<file path="config.mk">
export PLATFORM = sky130hd
export DESIGN_NAME = module_bcd_binario
export DESIGN_NICKNAME = d
export VERILOG_FILES = /design/src/rtl/module_bcd_binario.sv
export SDC_FILE = /design/constraint.sdc
export NUM_CORES = 1
export LEC_CHECK = 0
export CAP_MARGIN = 20
export CORE_MARGIN = 2
export CORE_UTILIZATION = 50
export CTS_CLUSTER_DIAMETER = 30
export DETAILED_ROUTE_END_ITERATION = 8
export GPL_TIMING_DRIVEN = 0
export PLACE_DENSITY = 0.73
export SYNTH_ARGS = -nofsm -noshare
export SYNTH_HDL_FRONTEND = slang
export SYNTH_SLANG_ARGS = --single-unit
</file>
<file path="constraint.sdc">
create_clock -name clk -period 7.65 [get_ports clk]
set_input_delay 1.53 -clock clk [delete_from_list [all_inputs] [get_ports clk]]
set_output_delay 1.53 -clock clk [all_outputs]
set_load 0.02 [all_outputs]
</file>
<file path="src/rtl/module_bcd_binario.sv">
`default_nettype none
// ============================================================================
// Module      : module_bcd_binario
// Description : Sequential BCD-to-binary converter, Horner accumulation, one
//               digit per clock, MSD first. Optional macro BCD_VALIDA_EN
//               rejects digits above 9 with a one-cycle listo+error response.
// Revision    : 1.0 - initial release
// ============================================================================
module module_bcd_binario #(
    parameter int NUM_DIGITOS  = 4,
    parameter int ANCHO_SALIDA = 16
) (
    input  logic                     clk,
    input  logic                     rst,
    input  logic                     inicio,
    input  logic [4*NUM_DIGITOS-1:0] digitos_input,
    output logic [ANCHO_SALIDA-1:0]  numero_output,
    output logic                     ocupado,
    output logic                     listo,
    output logic                     error
);

    localparam int c_ancho_digitos = 4 * NUM_DIGITOS;
    localparam int c_ancho_cnt     = (NUM_DIGITOS > 1) ? $clog2(NUM_DIGITOS) : 1;
    localparam logic [c_ancho_cnt-1:0] c_ultimo = c_ancho_cnt'(NUM_DIGITOS - 1);

    typedef enum logic [0:0] {
        IDLE    = 1'b0,
        ACUMULA = 1'b1
    } estado_t;

    estado_t                    r_estado;
    logic [c_ancho_digitos-1:0] r_digitos;
    logic [ANCHO_SALIDA-1:0]    r_acc;
    logic [c_ancho_cnt-1:0]     r_cnt;

    logic [3:0]                 w_digito_top;
    logic [ANCHO_SALIDA-1:0]    w_acc_sig;
    logic                       w_arranca;

    assign w_digito_top = r_digitos[c_ancho_digitos-1 -: 4];
    // acc*10 as (acc<<3)+(acc<<1); overflow wraps at ANCHO_SALIDA bits
    assign w_acc_sig    = (r_acc << 3) + (r_acc << 1) + ANCHO_SALIDA'(w_digito_top);

`ifdef BCD_VALIDA_EN
    logic [NUM_DIGITOS-1:0] w_digito_malo;
    logic                   w_hay_invalido;
    logic                   r_pendiente;
    logic                   r_error;

    for (genvar i = 0; i < NUM_DIGITOS; i++) begin : g_valida
        assign w_digito_malo[i] = (digitos_input[4*i +: 4] > 4'd9);
    end

    assign w_hay_invalido = |w_digito_malo;
    assign w_arranca      = inicio && !r_pendiente && !w_hay_invalido;
    assign error          = r_error;
`else
    assign w_arranca      = inicio;
    assign error          = 1'b0;
`endif

    always_ff @(posedge clk or negedge rst) begin
        if (!rst) begin
            r_estado      <= IDLE;
            r_digitos     <= '0;
            r_acc         <= '0;
            r_cnt         <= '0;
            numero_output <= '0;
            ocupado       <= 1'b0;
            listo         <= 1'b0;
`ifdef BCD_VALIDA_EN
            r_pendiente   <= 1'b0;
            r_error       <= 1'b0;
`endif
        end else begin
            case (r_estado)
                IDLE: begin
                    listo <= 1'b0;
`ifdef BCD_VALIDA_EN
                    // A rejected request answers on the following edge
                    r_error     <= r_pendiente;
                    r_pendiente <= inicio && !r_pendiente && w_hay_invalido;
                    if (r_pendiente) begin
                        listo         <= 1'b1;
                        numero_output <= '0;
                    end
`endif
                    if (w_arranca) begin
                        r_digitos <= digitos_input;
                        r_acc     <= '0;
                        r_cnt     <= '0;
                        ocupado   <= 1'b1;
                        r_estado  <= ACUMULA;
                    end
                end

                ACUMULA: begin
                    r_acc     <= w_acc_sig;
                    r_digitos <= r_digitos << 4;
                    r_cnt     <= r_cnt + 1'b1;
                    if (r_cnt == c_ultimo) begin
                        numero_output <= w_acc_sig;
                        listo         <= 1'b1;
                        ocupado       <= 1'b0;
                        r_estado      <= IDLE;
                    end
                end

                default: begin
                    r_estado <= IDLE;
                end
            endcase
        end
    end

endmodule
`default_nettype wire

</file>
Yosys cells after proc, flatten, opt, wreduce, memory -nomap -nowiden:

Cells that the tools add are included.

* add/subtract/negate cells: 3
* eq/ne operators: 3
* muxes and demuxes: 14
* bitwise logic cells: 1
* reductions and logical operators: 2

Operators by type and width (number)
* case mux 16 bit (2 select lines): 1
* case mux 15 bit (2 select lines): 1
* adder 16 bit: 1
* adder 16 x 4 -> 16 bit: 1
* 2-to-1 mux 16 bit: 1
* 2-to-1 mux 15 bit: 1
* case mux 1 bit (2 select lines): 3
* 2-to-1 mux 1 bit: 5
* case mux 2 bit (2 select lines): 1
* AND reduction 2 bit: 2
* adder 2 x 1 -> 2 bit, second input constant: 1
* == test 2 bit, second input constant: 1
* 2-to-1 mux 2 bit: 1
* inequality test 2 x 1 -> 1 bit, second input constant: 1
* inequality test 2 bit, second input constant: 1
* NOT 1 bit: 1

* flip-flop bits (word level): 52
* bits of input ports: 19
* output and inout port bits: 19
* word-level logic and storage cells: 30

Depth between registers and ports, before layout:

Gate-level depths: netlist of run 1.

* word-level depth: 3
* mapped depth: 9
* depth with buffers taken out: 9

Least setup slack after synthesis of run 1:

OpenSTA, ideal clock, no wires.

* path kind: reg2reg
* start: register r_digitos[15]
* end: register numero_output[11]
* setup time: 0.136 ns
* arrival time: 2.339 ns
* data required time: 7.514 ns
* slack: 5.174 ns
* stages on the path, launching flop included: 10
* buffers on the path: 0
* clock period less this slack: 2.476 ns
* path through: dfrtp_1 > inv_1 > fa_1 > inv_1 > ha_1 > a21o_1 > and4_4 > o211ai_1 > nor3_1 > or3b_2

* word-level cells in the longest chain between the ends: 1

RTL lines
* start: declaration: RTL line 33 `logic [c_ancho_digitos-1:0] r_digitos;`
* start signal: assignment: RTL line 90 `r_digitos <= digitos_input;`
* start signal: assignment: RTL line 100 `r_digitos <= r_digitos << 4;`
* adder 16 x 4 -> 16 bit: RTL line 43 `assign w_acc_sig = (r_acc << 3) + (r_acc << 1) + ANCHO_SALIDA'(w_digito_top);`
* end signal: assignment: RTL line 103 `numero_output <= w_acc_sig;`
* end: declaration: RTL line 17 `output logic [ANCHO_SALIDA-1:0] numero_output,`

No other way between the ends.
A chain may end at the register's enable or synchronous reset.

Worst setup path after layout of run 1:

* start: register numero_output[0]
* end: output numero_output[0]

No word-level cell between the ends.

==> results of run 1 <==
==> kinds of logic after synthesis <==
group | after synthesis | synth area share, %
mux | 21 | 6.97
simple gates | 106 | 15.7
flops | 52 | 42.4
fa+ha+maj | 29 | 12.3
xor+xnor | 6 | 1.71
buf+inv | 32 | 4.44
other cells | 1 | 0.122
compound gates | 72 | 16.3
==> path summary, 6_finish.rpt <==
kind | from | to
setup / recovery | numero_output[0] | numero_output[0]
hold / removal | numero_output[5] | numero_output[5]
setup reg to reg | r_acc[0] | r_acc[12]
hold reg to reg | numero_output[5] | numero_output[5]
max in group asynchronous | rst | r_estado
min in group asynchronous | rst | r_acc[8]
==> cell type report <==
| cell class | instances | area (um2) |
|---|---|---|
| tap | 75 | 93.8 |
| fill | 510 | 2300 |
| timing repair buffer | 37 | 375 |
| multi-input combinational | 235 | 1630 |
| sequential | 52 | 1300 |
| inverter | 12 | 45.0 |
| clock buffer | 7 | 76.3 |
| clock inverter | 1 | 8.76 |
| buffer | 20 | 91.3 |
==> power groups by stage <==
stage	logic (mW)	clock network (mW)	registers, mW
6_report	1.11	0.162	0.487
5_1_grt	1.25	0.175	0.502
4_1_cts	1.11	0.165	0.487
3_5_place_dp	1.11	0	0.492
3_3_place_gp	1.08	0	0.486
2_1_floorplan	0.764	0	0.520
==> through the flow <==
step / hold slack, ps / instances / cell area (um2) / util, %
after CTS: 488 / 439 / 3620 / 61.2
after detailed placement: 462 / 431 / 3540 / 59.8
after floorplan: 449 / 319 / 3070 / -
final: 483 / 439 / 3620 / 61.2
after global placement: 458 / 430 / 3520 / 59.5
after global routing: 515 / 439 / 3620 / 61.2
==> registers in the layout, summed over array words and instances, names as in the netlist <==
name           count
listo              1
numero_output     16
ocupado            1
r_acc             15
r_cnt              2
r_digitos         16
r_estado           1
==> metal layers <==
metal | wire, um | part of all wire [%] | GRT usage, % | vias up
li1 | - | - | - | 1226
met1 | 3250 | 46 | 30.0 | 1233
met2 | 3390 | 48 | 39.4 | 67
met3 | 310 | 4.4 | 4.89 | 9
met4 | 106 | 1.5 | 5.00 | 0
met5 | 0 | 0 | 0 | -
==> placed cells by master (no fill, tap or decap), drive strengths merged, types with 9 or more instances in the layout <==
cell           instances
nand2                 50
clkdlybuf4s50         35
buf                   14
dfrtp                 52
mux2i                 18
inv                   12
a21oi                  9
clkbuf                15
nor2                  18
ha                    27
nand3                 10
o21ai                 18
==> flow_summary.yaml, run 1 <==
critical_path:
  critPathTopFamily: "buffers and inverters"
  crit_chain: "clkdlybuf4s50_1"
  critPathBufInv: 1
  endpoint_kind: "primary output"
  cp.required_ps: 6120
  slowest_delay_ps: 610
  crit_cells: 1
  start_kind: "register"
  regToRegSetupSlack_ps: 4920
  critical_path_class: "register to primary output"
  crit_fanout: 2
  crit_path_top_delay_cell: "clkdlybuf4s50_1"
  r2r_cells: 8
  cp.arrival_ps: 1330
worst_hold_path:
  hp-class: "register to register"
  whs_path_depth: 2
grt:
  grt_pass1_wl_um: 11800
  grt_pass1_vias: 2416
  grt-ovfl-total: 0
  grt_max_degree: 41
  antenna_found_initial: 0
  grt.total_usage_pct: 23.0
sta:
  setup_viol: 0
  relSlewSlack_pct: 52.9
  fin_skew_ps: 9.70
  finalMaxSlewViolations: 0
  period_share_pct: 37.3
  finalSetupTns_ps: 0
  timing.final.ws_setup_ps: 4790
  worstMarginPinSlew_ps: 706
  fin_crit_ps: 2860
  rsz0062_at_grt: "no"
  max_freq_mhz: 350
  finalHoldViolations: 0
detailed_routing:
  drc_errors: 0
  drt-total-wl_um: 7060
  drt-pass1-iter-count: 4
  ant_nets: 0
  drtIter0Drc: 144
  vias: 2535
  avgViaCountPerCell: 5.77
  wl_per_cell_um: 16.1
synthesis:
  synthesis.area_um2: 3070
  ys_ff_latch: 52
  syn_avg_cell_area_um2: 9.62
  synth_cells: 319
  async_flop_share_pct: 100
  synthTopCellsByArea: "dfrtp_1, ha_1, nand2_1, mux2i_1, o21ai_0"
  yosysMostFrequentCell: "dfrtp_1"
  netlist.top_cell.by_area: "dfrtp_1"
  ys_types: 43
  synth_common_cells: "dfrtp_1, nand2_1, ha_1"
  synthFlopType: "dfrtp_1"
  ys_seq_area_share_pct: 42.4
  ys_warn_count: 0
  synth_edf_count: 0
  synth_top_area_share_pct: 42.4
  syn_nets: 367
cts:
  cts_max_level: 2
  clockRootBuffer: "clkbuf_8"
  cts_buffers: 5
  cts_tree: "built"
  cts_max_path_buffers: 2
  cts_hold_repair.buffers: 0
  cts_setup_buffers: 0
  clock_latency_ps: 320
  path_clk_slew_ps: 100
  post_cts_resize_count: 0
  clock_sinks: 52
pwr:
  p_int_uw: 937
  power_frac_comb_pct: 63.2
  p_leak_nw: 1.73
  sw_frac_of_total_pct: 46.8
  p_switching_uw: 825
  seqPwrFrac_pct: 27.6
  p_total_mw: 1.76
  pwr-share-clk_pct: 9.2
  peakVddDrop_v: 0.000221
  power.density_nw_per_um2: 486
floorplan:
  initial_core_util_pct: 51.8
  die_w_um: 82.3
  io_pins: 38
  fp.dieArea_um2: 6780
  fp-row-count: 28
  core_um2: 5920
  die_y_um: 82.3
placement:
  pre_cts_ws_ps: 4470
  hpwl_um: 5220
  place_congestion: 0.870
  io_buffers: 36
cells_and_area:
  diodes: 0
  nets: 411
  drive_gt1_share_pct: 5.49
  syn2layout_area_growth_pct: 18.1
job:
  max-cap-violations: 0
run_status:
  outcome: "finished clean"
Power figures use the tool's default switching activity.
==> run 2, diff against run 1 <==
Clock period 7.65 ns to 2.64 ns, I/O delays scaled along.
==> flow_summary.yaml, run 2 (synthesis results as in run 1) <==
run_status:
  outcome: "finished with violations"
  violations: "setup timing"
cells_and_area:
  fillCellCount: 500
  layout_common_cells: "dfrtp_1, nand2_1, clkdlybuf4s50_1"
  nets: 418
  fin_util_pct: 62.5
  fin_area_um2: 3700
  drive_gt1_share_pct: 8.63
  final_common_cell: "dfrtp_1"
  syn2layout_area_growth_pct: 20.6
  reg_top3: "numero_output (16), r_digitos (16), r_acc (15)"
  diodes: 0
critical_path:
  crit_path_top_delay_cell: "fa_1"
  regToRegSetupSlack_ps: -60
  start_kind: "register"
  r2r-start: "r_acc[2]"
  endpoint_kind: "register"
  crit_fanout: 6
  cp.arrival_ps: 2950
  slowest_delay_ps: 580
  cp.required_ps: 2890
  r2r-end: "r_acc[9]"
  r2r_cells: 9
  crit_chain: "inv_2 -> fa_1 -> inv_1 -> ha_1 -> a21o_1 -> and4_4 -> o21a_1 -> or4_1 -> nand3_1"
  critical_path_class: "register to register"
sta:
  rsz0062_at_grt: "yes"
  max_freq_mhz: 370
  timing.final.ws_setup_ps: -61.2
  fin_crit_ps: 2700
  fin_skew_ps: 9.69
  worstMarginPinSlew_ps: 714
  finalMaxSlewViolations: 0
  setup_viol: 2
  finalHoldViolations: 0
  period_share_pct: 102
  relSlewSlack_pct: 52.4
floorplan:
  fp.dieArea_um2: 6780
  die_w_um: 82.3
  initial_core_util_pct: 51.8
  core_um2: 5920
  fp-row-count: 28
  io_pins: 38
  die_y_um: 82.3
grt:
  antenna_found_initial: 0
  grt_pass1_vias: 2421
  grt.total_usage_pct: 23.2
  grt_max_degree: 41
  grt-ovfl-total: 0
  grt_pass1_wl_um: 11900
detailed_routing:
  wl_per_cell_um: 16.3
  drt-pass1-iter-count: 4
  drtIter0Drc: 201
  ant_nets: 0
  avgViaCountPerCell: 5.80
  drc_errors: 0
  vias: 2586
  drt-total-wl_um: 7280
placement:
  dpl_cell_area_um2: 3540
  io_buffers: 36
  hpwl_um: 5220
  place_congestion: 0.870
pwr:
  power.density_nw_per_um2: 1410
  peakVddDrop_v: 0.000669
  p_leak_nw: 1.76
worst_hold_path:
  hp-class: "input pin to async pin"
cts:
  path_clk_slew_ps: 100
  clock_sinks: 52
  cts_max_path_buffers: 2
  cts_tree: "built"
  cts_hold_repair.buffers: 0
  clockRootBuffer: "clkbuf_8"
  cts_max_level: 2
  cts_buffers: 5
  clock_latency_ps: 320
job:
  max-cap-violations: 0
## run 2: worst max path at each step
stage / from / to / slack, ps / cells after the start
floorplan: r_digitos[15] / numero_output[11] / 160 / 9
global placement: rst / r_cnt[1] / -580 / 1
detailed placement: r_digitos[15] / numero_output[11] / -70 / 9
CTS: r_acc[2] / numero_output[11] / -60 / 9
global route: r_acc[2] / numero_output[11] / -150 / 11
finish: r_acc[2] / r_acc[9] / -60 / 9
## run 2: timing repair
item                                    in CTS  in global routing
pin swaps                                    7                  8
endpoints found under the setup margin       6                 11
setup buffers                                4                  4
resized for setup                            3                  4
## run 2: cell type report
cell class                 instances  area, um2  area share [%]
multi-input combinational        235       1650            44.7
sequential                        52       1300            35.1
timing repair buffer              44        432            11.7
tap                               75       93.8            2.53
buffer                            20       91.3            2.47
clock buffer                       7       76.3            2.06
inverter                          12       45.0            1.22
clock inverter                     1       8.76           0.237
## run 2: where the power goes
part           internal, mW  total, mW  switching [mW]  leakage [nW]
sequential             1.16       1.41           0.251         0.655
clock                 0.190      0.471           0.280        0.0424
combinational          1.41       3.33            1.91          1.06
## run 2: worst max-delay path, delay by kind of cell (launching register included)
family                   cells  cell delay, ps
buffers and inverters        2             110
AND/OR/NAND/NOR              3             860
flip-flops                   1             380
AO/OA/AOI/OAI                2             420
adder cells (fa/ha/maj)      2             860
## run 2: layer usage
metal	vias up	track usage, %	wire length (um)
met5	-	0	0
met2	62	39.6	3590
met3	10	5.11	298
met1	1267	30.4	3290
met4	0	4.33	94
li1	1247	-	-
## run 2: per-stage QoR
step	TNS, ps	std cells	setup WS [ps]	power, mW	hold WS [ps]
finish	-89.6	446	-61.2	5.21	91.0
global route	-718	446	-149	5.68	101
CTS	-72.6	443	-58.8	5.13	102
detailed placement	-172	431	-69.6	4.63	447
global placement	-29870	430	-578	4.53	458
floorplan	0	319	164	3.72	232
